--- config.mk ---
export PLATFORM = sky130hd
export DESIGN_NAME = ac_table_loader_flat
export DESIGN_NICKNAME = d
export VERILOG_FILES = /design/src/rtl/ac_pkg.sv /design/src/rtl/ac_table_loader_if.sv /design/src/rtl/ac_table_loader.sv /design/src/flat_wrapper.sv
export SDC_FILE = /design/constraint.sdc
export NUM_CORES = 1
export LEC_CHECK = 0
export ABC_AREA = 1
export CAP_MARGIN = 20
export CELL_PAD_IN_SITES_DETAIL_PLACEMENT = 1
export CELL_PAD_IN_SITES_GLOBAL_PLACEMENT = 2
export CORE_MARGIN = 5
export CORE_UTILIZATION = 29
export DETAILED_ROUTE_END_ITERATION = 16
export PLACE_DENSITY_LB_ADDON = 0.1
export SYNTH_ARGS = -nofsm -noshare
export SYNTH_HDL_FRONTEND = slang
export SYNTH_SLANG_ARGS = --single-unit
--- constraint.sdc ---
create_clock -name clk_i -period 2.5 [get_ports clk_i]
set_input_delay 0.5 -clock clk_i [delete_from_list [all_inputs] [get_ports clk_i]]
set_output_delay 0.5 -clock clk_i [all_outputs]
set_load 0.05 [all_outputs]
--- src/rtl/ac_pkg.sv ---
// Shared widths, op codes and FSM state type for the Aho-Corasick table loader.
package ac_pkg;

  localparam int unsigned STATE_W = 8;
  localparam int unsigned CHARA_W = 4;
  localparam int unsigned ADDR_W  = STATE_W + CHARA_W;
  localparam logic [STATE_W-1:0] FAIL_MARK = 8'hFF;

  typedef enum logic [1:0] {
    OP_GOTO = 2'b00,
    OP_FAIL = 2'b01,
    OP_RSVD = 2'b10,
    OP_END  = 2'b11
  } op_e;

  typedef enum logic [1:0] {StIdle, StClear, StLoad, StDone} ld_state_e;

  typedef struct packed {
    logic goto_wr;
    logic fail_wr;
    logic is_end;
    logic bad;
  } rec_dec_t;

endpackage

--- src/rtl/ac_table_loader_if.sv ---
// Record stream in, goto/failure RAM write ports out.
interface ac_table_loader_if;
  import ac_pkg::*;

  logic               in_valid;
  logic               in_ready;
  logic [23:0]        in_data;
  logic               goto_we;
  logic [ADDR_W-1:0]  goto_waddr;
  logic [STATE_W-1:0] goto_wdata;
  logic               fail_we;
  logic [ADDR_W-1:0]  fail_waddr;
  logic [STATE_W-1:0] fail_wdata;

  modport master (
    input  in_valid, in_data,
    output in_ready, goto_we, goto_waddr, goto_wdata, fail_we, fail_waddr, fail_wdata
  );

  modport slave (
    output in_valid, in_data,
    input  in_ready, goto_we, goto_waddr, goto_wdata, fail_we, fail_waddr, fail_wdata
  );
endinterface

--- src/rtl/ac_table_loader.sv ---
// Clears the goto/failure tables on start, then turns a record stream into one
// registered RAM write per record until the end record arrives.
module ac_table_loader
  import ac_pkg::*;
(
  input  logic                clk_i,
  input  logic                rst_ni,
  input  logic                start_i,
  ac_table_loader_if.master   bus,
  output logic                busy_o,
  output logic                done_o,
  output logic                err_o,
  output logic [ADDR_W-1:0]   goto_cnt_o,
  output logic [8:0]          fail_cnt_o
);

  function automatic rec_dec_t decode(input op_e op, input logic [STATE_W-1:0] st,
                                      input logic [STATE_W-1:0] tgt);
    rec_dec_t d;
    d = '0;
    unique case (op)
      OP_GOTO: d.goto_wr = 1'b1;
      // A failure link must point to a shallower state; only the root may point anywhere.
      OP_FAIL: if (st != '0 && tgt >= st) d.bad = 1'b1; else d.fail_wr = 1'b1;
      OP_RSVD: d.bad = 1'b1;
      OP_END:  d.is_end = 1'b1;
    endcase
    return d;
  endfunction

  ld_state_e          state_q, state_d;
  logic [ADDR_W-1:0]  clr_q, clr_d;
  logic               gwe_q, gwe_d, fwe_q, fwe_d, err_q, err_d;
  logic [ADDR_W-1:0]  gaddr_q, gaddr_d, faddr_q, faddr_d;
  logic [STATE_W-1:0] gdata_q, gdata_d, fdata_q, fdata_d;
  logic [ADDR_W-1:0]  gcnt_q, gcnt_d;
  logic [8:0]         fcnt_q, fcnt_d;

  logic [STATE_W-1:0] rec_st, rec_tgt;
  logic [CHARA_W-1:0] rec_ch;
  rec_dec_t           dec;
  logic               unused_rsvd;

  assign rec_st      = bus.in_data[21:14];
  assign rec_ch      = bus.in_data[13:10];
  assign rec_tgt     = bus.in_data[7:0];
  assign unused_rsvd = ^bus.in_data[9:8];
  assign dec         = decode(op_e'(bus.in_data[23:22]), rec_st, rec_tgt);

  always_comb begin
    state_d = state_q;
    clr_d   = clr_q;
    gwe_d   = 1'b0;
    gaddr_d = gaddr_q;
    gdata_d = gdata_q;
    fwe_d   = 1'b0;
    faddr_d = faddr_q;
    fdata_d = fdata_q;
    err_d   = err_q;
    gcnt_d  = gcnt_q;
    fcnt_d  = fcnt_q;
    unique case (state_q)
      StIdle, StDone: begin
        if (start_i) begin
          state_d = StClear;
          clr_d   = '0;
          err_d   = 1'b0;
          gcnt_d  = '0;
          fcnt_d  = '0;
        end
      end
      StClear: begin
        clr_d = clr_q + 1'b1;
        if (clr_q == '1) state_d = StLoad;
      end
      StLoad: begin
        if (bus.in_valid) begin
          if (dec.goto_wr) begin
            gwe_d   = 1'b1;
            gaddr_d = {rec_st, rec_ch};
            gdata_d = rec_tgt;
            if (gcnt_q != '1) gcnt_d = gcnt_q + 1'b1;
          end
          if (dec.fail_wr) begin
            fwe_d   = 1'b1;
            faddr_d = {{CHARA_W{1'b0}}, rec_st};
            fdata_d = rec_tgt;
            if (fcnt_q != '1) fcnt_d = fcnt_q + 1'b1;
          end
          if (dec.bad)    err_d   = 1'b1;
          if (dec.is_end) state_d = StDone;
        end
      end
      default: state_d = StIdle;
    endcase
  end

  always_ff @(posedge clk_i or negedge rst_ni) begin
    if (!rst_ni) begin
      state_q <= StIdle;
      clr_q   <= '0;
      gwe_q   <= 1'b0;
      gaddr_q <= '0;
      gdata_q <= '0;
      fwe_q   <= 1'b0;
      faddr_q <= '0;
      fdata_q <= '0;
      err_q   <= 1'b0;
      gcnt_q  <= '0;
      fcnt_q  <= '0;
    end else begin
      state_q <= state_d;
      clr_q   <= clr_d;
      gwe_q   <= gwe_d;
      gaddr_q <= gaddr_d;
      gdata_q <= gdata_d;
      fwe_q   <= fwe_d;
      faddr_q <= faddr_d;
      fdata_q <= fdata_d;
      err_q   <= err_d;
      gcnt_q  <= gcnt_d;
      fcnt_q  <= fcnt_d;
    end
  end

  // Clear writes come straight from the counter; load writes from the registered stage.
  always_comb begin
    bus.in_ready   = (state_q == StLoad);
    bus.goto_we    = gwe_q;
    bus.goto_waddr = gaddr_q;
    bus.goto_wdata = gdata_q;
    bus.fail_we    = fwe_q;
    bus.fail_waddr = faddr_q;
    bus.fail_wdata = fdata_q;
    if (state_q == StClear) begin
      bus.goto_we    = 1'b1;
      bus.goto_waddr = clr_q;
      bus.goto_wdata = (clr_q[ADDR_W-1:CHARA_W] == '0) ? '0 : FAIL_MARK;
      bus.fail_we    = (clr_q[CHARA_W-1:0] == '0);
      bus.fail_waddr = {{CHARA_W{1'b0}}, clr_q[ADDR_W-1:CHARA_W]};
      bus.fail_wdata = '0;
    end
  end

  assign busy_o     = (state_q == StClear) || (state_q == StLoad);
  assign done_o     = (state_q == StDone);
  assign err_o      = err_q;
  assign goto_cnt_o = gcnt_q;
  assign fail_cnt_o = fcnt_q;

endmodule
--- src/flat_wrapper.sv ---
// flat-port wrapper written by rule: the top's interface ports become plain ports
module ac_table_loader_flat import ac_pkg::*;
  (clk_i, rst_ni, start_i, busy_o, done_o, err_o, goto_cnt_o, fail_cnt_o, bus_in_valid, bus_in_data, bus_in_ready, bus_goto_we, bus_goto_waddr, bus_goto_wdata, bus_fail_we, bus_fail_waddr, bus_fail_wdata);
  ac_table_loader_if bus_i ();
  input  logic clk_i;
  input  logic rst_ni;
  input  logic start_i;
  output logic busy_o;
  output logic done_o;
  output logic err_o;
  output logic [ADDR_W-1:0] goto_cnt_o;
  output logic [8:0] fail_cnt_o;
  input wire logic [$bits(bus_i.in_valid)-1:0] bus_in_valid;
  input wire logic [$bits(bus_i.in_data)-1:0] bus_in_data;
  output wire logic [$bits(bus_i.in_ready)-1:0] bus_in_ready;
  output wire logic [$bits(bus_i.goto_we)-1:0] bus_goto_we;
  output wire logic [$bits(bus_i.goto_waddr)-1:0] bus_goto_waddr;
  output wire logic [$bits(bus_i.goto_wdata)-1:0] bus_goto_wdata;
  output wire logic [$bits(bus_i.fail_we)-1:0] bus_fail_we;
  output wire logic [$bits(bus_i.fail_waddr)-1:0] bus_fail_waddr;
  output wire logic [$bits(bus_i.fail_wdata)-1:0] bus_fail_wdata;
  assign bus_i.in_valid = bus_in_valid;
  assign bus_i.in_data = bus_in_data;
  assign bus_in_ready = bus_i.in_ready;
  assign bus_goto_we = bus_i.goto_we;
  assign bus_goto_waddr = bus_i.goto_waddr;
  assign bus_goto_wdata = bus_i.goto_wdata;
  assign bus_fail_we = bus_i.fail_we;
  assign bus_fail_waddr = bus_i.fail_waddr;
  assign bus_fail_wdata = bus_i.fail_wdata;
  ac_table_loader u_core (.clk_i(clk_i), .rst_ni(rst_ni), .start_i(start_i), .bus(bus_i), .busy_o(busy_o), .done_o(done_o), .err_o(err_o), .goto_cnt_o(goto_cnt_o), .fail_cnt_o(fail_cnt_o));
endmodule
After elaboration in Yosys (flattened, before gate mapping)
Cells that the tools add are included.
- word-level logic and storage cells: 89
- flip-flop bits (word level): 74
- input port bits: 28
- output and inout bits: 67
- equality and inequality tests: 18
- add/sub/neg operators: 3
- reduce and logical (&&, ||, !) cells: 17
- multiplexer cells: 39
- magnitude comparators: 1
- operators with widths (kind ; number):
    12-bit 2-to-1 mux ; 5
    12-bit one-hot mux with 2 select lines ; 2
    9-bit 2-to-1 mux ; 4
    8-bit 2-to-1 mux ; 4
    12-bit by 1-bit adder with 12-bit output, second input constant ; 2
    9-bit one-hot mux with 2 select lines ; 1
    1-bit 2-to-1 mux ; 16
    2-bit by 1-bit inequality test with 1-bit output, second input constant ; 7
    12-bit equality test, second input constant ; 1
    12-bit inequality test, second input constant ; 1
    5-bit AND reduction ; 2
    9-bit by 1-bit adder with 9-bit output, second input constant ; 1
    9-bit inequality test, second input constant ; 1
    2-bit equality test, second input constant ; 4
    8-bit >= comparator ; 1
    8-bit zero test ; 1
    2-bit 2-to-1 mux ; 4
    4-bit AND reduction ; 2
    8-bit nonzero test ; 1
    2-bit one-hot mux with 3 select lines ; 1
    3-bit AND reduction ; 2
    2-bit by 1-bit equality test with 1-bit output, second input constant ; 2
    2-bit zero test ; 2
    4-bit zero test ; 1
    other kinds (7) ; 10

Longest topological paths before layout
Gate-level depths: netlist of the first run.
- depth in word-level cells: 7
- mapped depth: 14

Least setup slack after synthesis of the first run
Ideal clock, no wire load.
- path type: reg-to-output
- from: register u_core.state_q[1]
- to: output port bus_goto_waddr[3]
- path slack: -0.117 ns
- cell stages (with the launch flop): 7
- arrival: 2.117 ns
- path through: dfrtp_1 > inv_1 > ha_1 > buf_2 > inv_2 > clkbuf_1 > o21ai_0
- cells in the longest elaborated chain, start to end: 2
- RTL lines (item ; line ; source):
    from (decl) ; ac_table_loader.sv:31 ; ld_state_e state_q, state_d;
    from (signal assigned) ; ac_table_loader.sv:100 ; state_q <= StIdle;
    from (signal assigned) ; ac_table_loader.sv:112 ; state_q <= state_d;
    2-bit by 1-bit equality test with 1-bit output ; ac_table_loader.sv:135 ; if (state_q == StClear) begin
    12-bit 2-to-1 mux ; ac_table_loader.sv:135 ;
    to (decl) ; flat_wrapper.sv:17 ; output wire logic [$bits(bus_i.goto_waddr)-1:0] bus_goto_waddr;
No other way between the ends.

Worst setup path after layout of the first run
- from: register u_core.state_q[1]
- to: output port bus_fail_waddr[1]
- cells in the longest elaborated chain, start to end: 2
- RTL lines (item ; line ; source):
    2-bit by 1-bit equality test with 1-bit output ; ac_table_loader.sv:135 ;
    8-bit 2-to-1 mux ; ac_table_loader.sv:135 ;
    to (decl) ; flat_wrapper.sv:20 ; output wire logic [$bits(bus_i.fail_waddr)-1:0] bus_fail_waddr;
No other way between the ends.

==> metrics.md, run 1 <==
| Metric | Value |
|---|---|
| Arrival time at the worst endpoint | 1910 ps |
| Sequential group share of total power | 25.1% |
| Highest-count cells in the layout ignoring fill and taps | 198 x nand2_1, 74 x dfrtp_1, 62 x inv_1 |
| Full die area | 17500 sq um |
| Source of the critical timing path | u_core.state_q[1]$_DFFE_PN0P_ |
| Starting utilization of the core area | 29.7% |
| Peak ir drop on the vdd network | 0.649 mV |
| Setup TNS | 0 ps |
| Startpoint types | register |
| Share of power burned in the clock network | 20.3% |
| Sw Ratio | 48.3% |
| Static Leakage | 3.00 nW |
| Multi-input logic area | 2120 sq um |
| Max H-tree Level | 3 |
| Detailed Route WL | 13500 um |
| Top post-synthesis cells by area | dfrtp_1 43%, nand2_1 17%, ha_1 6.1% |
| Max Buffers Root-to-Sink | 2 |
| Power dissipated by switching net loads | 0.00346 W |
| GR Overflow Total | 0 |
| DIE HEIGHT | 132 um |
| Global placer's final weighted congestion | 0.804 |
| Commonest non-fill, non-tap cell in the layout | nand2_1 |
| Depth of the worst register-to-register path | 10 |
| Slew at the pin closest to its max-slew limit | 588 ps |
| Worst Setup Path Type | register to output port |
| Highest net fanout along the worst path | 23 |
| Hpwl dp | 10100 um |
| Capturing element type of the critical path | output port |
| Worst-skew pair later-pin latency | 340 ps |
| Clk slew on worst S/H paths | 60 ps |
| Endpoints failing setup | 0 |
| Areal power density over the cells | 1230 nW/um^2 |
| Origin of the critical flop-to-flop path | u_core.state_q[0]$_DFFE_PN0P_ |
| Relative area change from synthesis to final layout | 34.8% |
| Maximum capacitance violations | 0 |
| DRT Pass-1 Iters | 4 |
| First-pass GRT wire length | 22800 um |
| Crit path setup slack, layout | 91.4 ps |
| Sequential-to-total area share from yosys stat | 42.7% |
| Total of fill cells in the finished design | 1786 |
| Count of nets after finishing | 734 |
| Final count of hold timing violations | 0 |
| Worst Clk Skew | 5.61 ps |
| Register-to-register setup slack | 280 ps |
| Combinational share of power | 54.6% |
| Critical path required time | 2000 ps |
| Total number of vias | 4102 |
| Max Clock Freq | 0.415 GHz |
| Drt drc | 0 |
| Starting DRT DRC Count | 118 |
| Routed WL per cell | 15.4 um |
| Count of hold buffers inserted by post-cts repair | 0 |
| Kind of path behind the tightest hold check | primary input to async pin |
| Status | completed |
| Vias in the first global route | 4379 |
| Post-synth cell types | 38 |
| Chip width | 132 um |
| Number of standard cells in the final layout excluding fillers | 873 |
| Vias per std cell | 4.70 |
| Antenna Diode Count | 0 |
| Mean instance size in the synthesized netlist | 7.43 sq um |
| Syn Std Cell Area | 4330 sq um |
| Final clock period utilization by the worst path | 96.3% |
| Number of rows created at floorplan | 44 |
| Leading area contributor after synthesis | dfrtp_1 |
| Clock Root Buffer | clkbuf_16 |
| Setup WS pre-CTS | -135 ps |
| Number of buffers inserted during clock tree synthesis | 9 |
| Fraction of post-synthesis cell area in the top cell type by area | 42.7% |
| Share of cells above drive strength 1 | 14.5% |
| Number of placed instances, taps included | 858 |
| CTS tree | yes |
| TritonCTS sink count | 74 |
| Core box area | 14600 sq um |
| GRT Resource Usage Total | 16.0% |
| Final Max Tran Viols | 0 |
| Reg-to-Reg End | u_core.clr_q[6]$_DFFE_PN0P_ |
| Maximum number of pins on one net before global-route repair | 43 |
| Count of input and output buffers | 88 |
| Count of pins on the block boundary | 95 |
| Number of synthesized register bits | 74 |
| Count of synthesis-stage warnings from yosys | 0 |
| Number of antenna violations at the first check in global routing | 0 |
| Internal cell power | 0.00371 W |
| Final antenna-violating net count | 0 |
| Worst setup endpoint | bus_fail_waddr[1] |
| Period minus WS final | 2410 ps |
| Post-CTS Repair Setup Buffers | 0 |
| Setup repair after global routing missed its margin | no |
| Gate count after technology mapping | 583 |
| Reg area | 1850 sq um |
| Max-slew headroom at the worst pin | 60.8% |
worst max-delay path, cell delays in order (launching register included):
cell and delay (ps):
dfrtp_1 400, inv_1 80, ha_1 290, inv_4 180, buf_8 210, nand2_1 80
nand2_1 100, buf_4 210
power by group through the flow:
stage | clock network [W] | registers (W) | logic [W]
6_report | 0.00146 | 0.00180 | 0.00392
5_1_grt | 0.00154 | 0.00184 | 0.00424
4_1_cts | 0.00150 | 0.00180 | 0.00398
3_5_place_dp | 0 | 0.00181 | 0.00395
3_3_place_gp | 0 | 0.00180 | 0.00389
2_1_floorplan | 0 | 0.00184 | 0.00252
how the worst min path moves through the flow:
| stage | from | endpoint | slack, ps |
|---|---|---|---|
| floorplan | rst_ni | u_core.clr_q[0]$_DFFE_PN0P_ | 200 |
| global placement | u_core.gdata_q[7]$_DFFE_PN0P_ | u_core.gdata_q[7]$_DFFE_PN0P_ | 470 |
| detailed placement | u_core.gaddr_q[1]$_DFFE_PN0P_ | u_core.gaddr_q[1]$_DFFE_PN0P_ | 470 |
| CTS | rst_ni | u_core.clr_q[2]$_DFFE_PN0P_ | 180 |
| global route | rst_ni | u_core.clr_q[0]$_DFFE_PN0P_ | 210 |
| finish | rst_ni | u_core.gaddr_q[2]$_DFFE_PN0P_ | 160 |
sequential cells by signal, indices dropped and copies added (netlist names):
name               count
u_core.fdata_q         8
u_core.state_q         2
u_core.err_o           1
u_core.gaddr_q        12
u_core.fail_cnt_o      9
u_core.gwe_q           1
u_core.clr_q          12
u_core.faddr_q         8
u_core.goto_cnt_o     12
u_core.fwe_q           1
u_core.gdata_q         8
cells in the mapped netlist (all sizes together):
cell / count
a21oi: 9
a32o: 1
and3: 1
buf: 11
clkbuf: 12
conb: 1
dfrtp: 74
ha: 21
inv: 65
nand2: 203
nand3: 39
nand4: 4
nor2: 55
nor3: 14
nor3b: 4
nor4: 2
o211a: 1
o211ai: 2
o21a: 1
o21ai: 48
o41ai: 1
or2: 4
xnor2: 1
xor2: 9
routing by layer:
layer | GRT usage (%) | vias up | share of wire [%]
met4 | 5.49 | 0 | 1.5
met2 | 26.1 | 60 | 47
met3 | 2.94 | 13 | 2.9
li1 | - | 2034 | -
met5 | 0 | - | 0
met1 | 21.4 | 1995 | 49
timing repair:
action	in CTS	in global routing
endpoints found under the hold margin	0	0
gates cloned	0	0
endpoints found under the setup margin	22	14
resized for setup	2	3
per-stage QoR:
step	instance area [sq um]	hold WS [ps]	utilization (%)	total power, W
after floorplan	4340	204	-	0.00436
after global placement	5500	465	37.7	0.00569
after detailed placement	5500	470	37.7	0.00576
after CTS	5830	175	40.0	0.00727
after global routing	5840	207	40.0	0.00762
final	5840	157	40.0	0.00717
cell type report:
cell class / instances / area share [%]
multi-input cells: 424 / 36.3
flip-flops and latches: 74 / 31.7
repair buffers: 111 / 18.2
clock buffers: 11 / 4.33
inverters: 65 / 4.26
well taps: 184 / 3.94
clock inverters: 4 / 1.29
logic make-up (layout without fill, tap and decap cells):
family | after synthesis | after routing | share of synthesized area (%)
flip-flops | 74 | 74 | 42.7
other | 1 | 4 | 0.0866
XOR/XNOR | 10 | 10 | 2.02
AND/OR/NAND/NOR | 326 | 326 | 32.3
buffers and inverters | 88 | 191 | 8.64
AO/OA/AOI/OAI | 63 | 63 | 8.15
adder cells (fa/ha/maj) | 21 | 21 | 6.07
Power figures use the tool's default switching activity.
==> run 2, diff against run 1 <==
--- a/config.mk
+++ b/config.mk
@@ -12,6 +12,7 @@
 export CORE_MARGIN = 5
 export CORE_UTILIZATION = 29
 export DETAILED_ROUTE_END_ITERATION = 16
+export MAX_ROUTING_LAYER = met4
 export PLACE_DENSITY_LB_ADDON = 0.1
 export SYNTH_ARGS = -nofsm -noshare
 export SYNTH_HDL_FRONTEND = slang
==> run 2 against run 1 <==
Compared with the run above: non-clock buffer count did not move; register-to-register slack hardly changed; final area is the same; maximum frequency fell by 0.16%; core utilization did not move; sequential share of layout area unchanged; sequential power is essentially flat; first-iteration DRC count increased by 14%; combinational power is essentially flat; global-route usage up 0.47 points; count of clock-buffer cells in the layout did not move; critical path type unchanged.
==> metrics.md, run 2 (same netlist as run 1, synthesis figures left out) <==
| Metric | Value |
|---|---|
| CTS tree | yes |
| First-pass GRT wire length | 22700 um (-0.15%) |
| DIE HEIGHT | 132 um (unchanged) |
| Max H-tree Level | 3 (unchanged) |
| Worst Setup Path Type | register to output port |
| Worst-skew pair later-pin latency | 340 ps (about the same) |
| Starting utilization of the core area | 29.7% (unchanged) |
| Status | completed |
| Total number of vias | 4094 (-0.20%) |
| Number of rows created at floorplan | 44 (unchanged) |
| Chip width | 132 um (unchanged) |
| Routed WL per cell | 15.5 um (about the same) |
| Arrival time at the worst endpoint | 1910 ps (about the same) |
| GR Overflow Total | 0 (unchanged) |
| Maximum number of pins on one net before global-route repair | 43 (unchanged) |
| Period minus WS final | 2410 ps (+3.80 ps) |
| Count of pins on the block boundary | 95 (unchanged) |
| DRT Pass-1 Iters | 4 (unchanged) |
| Starting DRT DRC Count | 134 (+14%) |
| Number of placed instances, taps included | 858 (unchanged) |
| Commonest non-fill, non-tap cell in the layout | nand2_1 |
| Full die area | 17500 sq um (unchanged) |
| Final count of hold timing violations | 0 (unchanged) |
| Kind of path behind the tightest hold check | primary input to async pin |
| Count of nets after finishing | 734 (unchanged) |
| Resized Gates After CTS | 2 (unchanged) |
| Number of standard cells in the final layout excluding fillers | 873 (unchanged) |
| Max Buffers Root-to-Sink | 2 (unchanged) |
| Areal power density over the cells | 1230 nW/um^2 (about the same) |
| Worst Clk Skew | 5.13 ps (-0.478 ps) |
| Core box area | 14600 sq um (unchanged) |
| Vias in the first global route | 4379 (unchanged) |
| Max-slew headroom at the worst pin | 60.9% (+0.082 points) |
| Number of antenna violations at the first check in global routing | 0 (unchanged) |
| Clk slew on worst S/H paths | 60 ps (about the same) |
| Crit-path slowest cell | dfrtp_1 |
| Global placer's final weighted congestion | 0.815 (+1.5%) |
| Max Clock Freq | 0.415 GHz (-0.16%) |
| Setup repair after global routing missed its margin | no |
| Highest-count cells in the layout ignoring fill and taps | 198 x nand2_1, 74 x dfrtp_1, 62 x inv_1 |
| Slew at the pin closest to its max-slew limit | 586 ps (-1.23 ps) |
| Detailed Route WL | 13500 um (about the same) |
| Relative area change from synthesis to final layout | 34.8% (unchanged) |
| Final clock period utilization by the worst path | 96.5% (+0.15 points) |
| Number of buffers inserted during clock tree synthesis | 9 (unchanged) |
| Hpwl dp | 10100 um (unchanged) |
| Final antenna-violating net count | 0 (unchanged) |
| Capturing element type of the critical path | output port |
| Count of hold buffers inserted by post-cts repair | 0 (unchanged) |
| Clock Root Buffer | clkbuf_16 |
| Vias per std cell | 4.69 (-0.20%) |
| Startpoint types | register |
| Share of cells above drive strength 1 | 14.5% (unchanged) |
| GRT Resource Usage Total | 16.5% (+0.47 points) |
| Critical path required time | 2000 ps (about the same) |
| Drt drc | 0 (unchanged) |
| Count of input and output buffers | 88 (unchanged) |
| Static Leakage | 3.00 nW (unchanged) |
| Maximum capacitance violations | 0 (unchanged) |
| Antenna Diode Count | 0 (unchanged) |
| Post-CTS Repair Setup Buffers | 0 (unchanged) |
| Final Max Tran Viols | 0 (unchanged) |
| Ordered list of cells on the worst path | inv_1 -> ha_1 -> inv_4 -> buf_8 -> nand2_1 -> nand2_1 -> buf_4 |
| Total of fill cells in the finished design | 1786 (unchanged) |
| Overall power consumption | 0.00717 W (about the same) |
| Endpoints failing setup | 0 (unchanged) |
| CP most frequent cell | nand2_1 |
| TritonCTS sink count | 74 (unchanged) |
| Largest stage delay on the critical path | 400 ps (about the same) |
| Peak ir drop on the vdd network | 0.649 mV (about the same) |
| Highest net fanout along the worst path | 23 (unchanged) |
-- run 2: cell counts in the layout (fill, tap and decap cells not counted) --
No cell type changed its count.
-- run 2: layer usage --
layer / wire [um] / share of wire, % / global-route usage [%]
met1: 6580 / 49 / 21.5
met2: 6300 / 47 / 26.1
met3: 398 / 3.0 / 2.79
met4: 209 / 1.5 / 5.49
met5: 0 / 0 / -
-- run 2: path summary, 6_finish.rpt --
kind | slack, ps | endpoint | from | depth (start not counted)
max | 90 | bus_fail_waddr[1] | u_core.state_q[1]$_DFFE_PN0P_ | 7
min | 160 | u_core.gaddr_q[2]$_DFFE_PN0P_ | rst_ni | 1
max reg2reg | 270 | u_core.clr_q[6]$_DFFE_PN0P_ | u_core.state_q[0]$_DFFE_PN0P_ | 10
min reg2reg | 480 | u_core.faddr_q[3]$_DFFE_PN0P_ | u_core.faddr_q[3]$_DFFE_PN0P_ | 2
max in group asynchronous | 1740 | u_core.goto_cnt_o[6]$_DFFE_PN0P_ | rst_ni | 2
min in group clk_i | 480 | u_core.faddr_q[3]$_DFFE_PN0P_ | u_core.faddr_q[3]$_DFFE_PN0P_ | 2
-- run 2: power by group --
part	total (W)	internal, W	switching, W	leakage [nW]
Clock	0.00146	0.000923	0.000532	0.154
Sequential	0.00180	0.00155	0.000243	0.988
Combinational	0.00392	0.00123	0.00269	1.86
Total	0.00717	0.00371	0.00346	3.00
-- run 2: critical path, delay by kind of cell (launching register included) --
| family | cells | cell delay [ps] |
|---|---|---|
| adder cells (fa/ha/maj) | 1 | 290 |
| buffers and inverters | 4 | 690 |
| flip-flops | 1 | 400 |
| AND/OR/NAND/NOR | 2 | 170 |
-- run 2: stage by stage --
step                setup TNS [ps]  setup WS, ps  cell area, sq um  utilization (%)  hold slack, ps
floorplan                     -217          -109              4340                -             204
global placement              -559         -65.3              5500             37.7             465
detailed placement           -1160          -135              5500             37.7             470
CTS                              0          44.5              5830             40.0             175
global route                     0          5.22              5840             40.0             207
finish                           0          87.6              5840             40.0             156
-- run 2: area by class of cell --
type,instances,area [sq um],share of cell area (%)
clock buffers,11,253,4.33
well taps,184,230,3.94
flip-flops and latches,74,1850,31.7
clock inverters,4,75.1,1.29
multi-input cells,424,2120,36.3
repair buffers,111,1060,18.2
inverters,65,249,4.26
==> variant: new RTL, config.mk and constraints of run 1 <==
Take the reset off `gaddr_q`, `gdata_q`, `faddr_q` and `fdata_q` and load them in a clocked block of their own.
--- a/src/rtl/ac_table_loader.sv
+++ b/src/rtl/ac_table_loader.sv
@@ -100,11 +100,7 @@
       state_q <= StIdle;
       clr_q   <= '0;
       gwe_q   <= 1'b0;
-      gaddr_q <= '0;
-      gdata_q <= '0;
       fwe_q   <= 1'b0;
-      faddr_q <= '0;
-      fdata_q <= '0;
       err_q   <= 1'b0;
       gcnt_q  <= '0;
       fcnt_q  <= '0;
@@ -112,15 +108,18 @@
       state_q <= state_d;
       clr_q   <= clr_d;
       gwe_q   <= gwe_d;
-      gaddr_q <= gaddr_d;
-      gdata_q <= gdata_d;
       fwe_q   <= fwe_d;
-      faddr_q <= faddr_d;
-      fdata_q <= fdata_d;
       err_q   <= err_d;
       gcnt_q  <= gcnt_d;
       fcnt_q  <= fcnt_d;
     end
+  end
+
+  always_ff @(posedge clk_i) begin
+    gaddr_q <= gaddr_d;
+    gdata_q <= gdata_d;
+    faddr_q <= faddr_d;
+    fdata_q <= fdata_d;
   end
 
   // Clear writes come straight from the counter; load writes from the registered stage.
Formal check against the unedited RTL: same outputs for any inputs over 10 cycles, from zero or initial values and one cycle with rst_ni low; that may be too few to reach the edited logic, so the function may still have changed.
==> variant against run 1 <==
  * Power down 19%
  * Setup slack better by 53 ps
  * Synthesized area down 4.5%
  * Sequential power down 19%
  * Fmax up 2.2%
  * Clock skew about the same
  * Routed wire length down 13%
  * Cell area down 3.1%
  * Sequential cell count unchanged
  * First-iteration DRC count up 11%
  * Critical path type unchanged
  * Critical endpoint is now bus_goto_wdata[0]
==> variant: results (changes against run 1) <==
Status
  – Status: finished clean (unchanged)

Power and ir drop
  – Switching power: 2.68 mW (was 3.46 mW)
  – Leakage power: 2.65 nW (was 3.00 nW)
  – Max VDD drop: 0.000401 V (was 0.000649 V)

Timing
  – Measured slew at the worst slew-check pin: 943 ps (was 588 ps)
  – Final Skew: 5.59 ps (was 5.61 ps)

Logic synthesis
  – Sequential area share after synthesis: 49.1% (was 42.7%)
  – Synth unique cells: 34 (was 38)
  – Area contributors post-synth: edfxtp_1, dfrtp_1, nand2_1, ha_1, inv_1 (was dfrtp_1, nand2_1, ha_1, inv_1, o21ai_0)
  – Syn Inst Count: 485 (was 583)
  – FFs w/ async S/R, synth: 51.4% (was 100%)

Critical path
  – CP max FO: 8 (was 23)
  – Max incr delay on CP: 420 ps (was 400 ps)
  – WP data arrival: 1860 ps (was 1910 ps)

Drt
  – Initial DRC count: 131 (was 118)
  – First-pass DRT Iterations: 5 (was 4)
  – WL final: 11800 microns (was 13500 microns)

Layout
  – Share of cells above drive strength 1: 18.6% (was 14.5%)
  – Final Core Density: 40.6% (was 40.0%)
  – # nets final: 645 (was 734)
  – # fillers: 1658 (was 1786)

Placement
  – Pre-CTS setup slack: -112 ps (was -135 ps)
  – HPWL Detailed: 8980 microns (was 10100 microns)
  – Placed Cells: 765 (was 858)
  – Placement Cell Area: 5330 sq um (was 5500 sq um)

Clock network
  – CTS Root Cell: clkbuf_16 (unchanged)

Global route
  – First-pass GRT wire length: 19300 microns (was 22800 microns)
  – Initial antenna violation count: 1 (was 0)
  – GRT Total Usage: 14.8% (was 16.0%)
-- variant: changes by cell type in the layout (fill, tap and decap cells not counted), sizes merged, moves of 2 or more --
cell | before | now
dfrtp | 74 | 38
edfxtp | 0 | 36
nand2 | 203 | 155
nor4 | 2 | 0
nor2 | 55 | 53
o211ai | 2 | 0
clkbuf | 11 | 9
nand3 | 39 | 33
inv | 65 | 60
o21ai | 48 | 25
or2 | 4 | 2
clkinv | 0 | 4
-- variant: logic make-up (layout without fill, tap and decap cells) --
| group | after synthesis | count (layout) | synth area share [%] |
|---|---|---|---|
| other | 1 | 4 | 0.0907 |
| buffers and inverters | 74 | 187 | 7.35 |
| and+or+nand+nor | 265 | 265 | 28.6 |
| xor gates and xnor gates | 10 | 10 | 2.12 |
| adders and majority gates | 21 | 21 | 6.35 |
| AOI/OAI and AO/OA | 40 | 40 | 6.38 |
| DFF | 74 | 74 | 49.1 |
-- variant: what timing repair did --
action                     in CTS  in global routing
gates resized for setup         1                  5
hold buffers                    0                  0
hold endpoints to repair        0                  0
setup endpoints to repair       4                  5
-- variant: per-layer routing --
layer	vias to the layer above	wire length (microns)	global-route usage [%]
met2	60	5840	25.9
met1	1702	5260	18.2
met5	-	11	0
li1	1769	-	-
met3	13	490	3.05
met4	2	174	5.13
-- variant: cell type report --
type	count	area share, %
inverters	60	3.98
flip-flops and latches	74	35.9
clock inverters	7	1.48
well taps	180	3.98
multi-input cells	340	32.3
repair buffers	111	18.3
clock buffers	9	3.98
-- variant: final timing paths --
path                                 startpoint              endpoint  slack, ps  cells past startpoint
max                             u_core.clr_q[5]     bus_goto_wdata[0]        140                      6
min                                      rst_ni  u_core.goto_cnt_o[5]        300                      1
max reg2reg                   u_core.state_q[0]  u_core.goto_cnt_o[8]        440                     12
min reg2reg                u_core.goto_cnt_o[5]  u_core.goto_cnt_o[5]        550                      2
max in group asynchronous                rst_ni       u_core.clr_q[7]       1590                      1
min in group clk_i         u_core.goto_cnt_o[5]  u_core.goto_cnt_o[5]        550                      2
-- variant: power groups by stage --
stage | Combinational [mW] | Sequential (mW) | Clock (mW)
floorplan | 1.83 | 1.57 | 0
global placement | 2.99 | 1.48 | 0
detailed placement | 3.01 | 1.48 | 0
CTS | 3.03 | 1.46 | 1.41
global route | 3.22 | 1.47 | 1.47
finish | 2.98 | 1.46 | 1.37
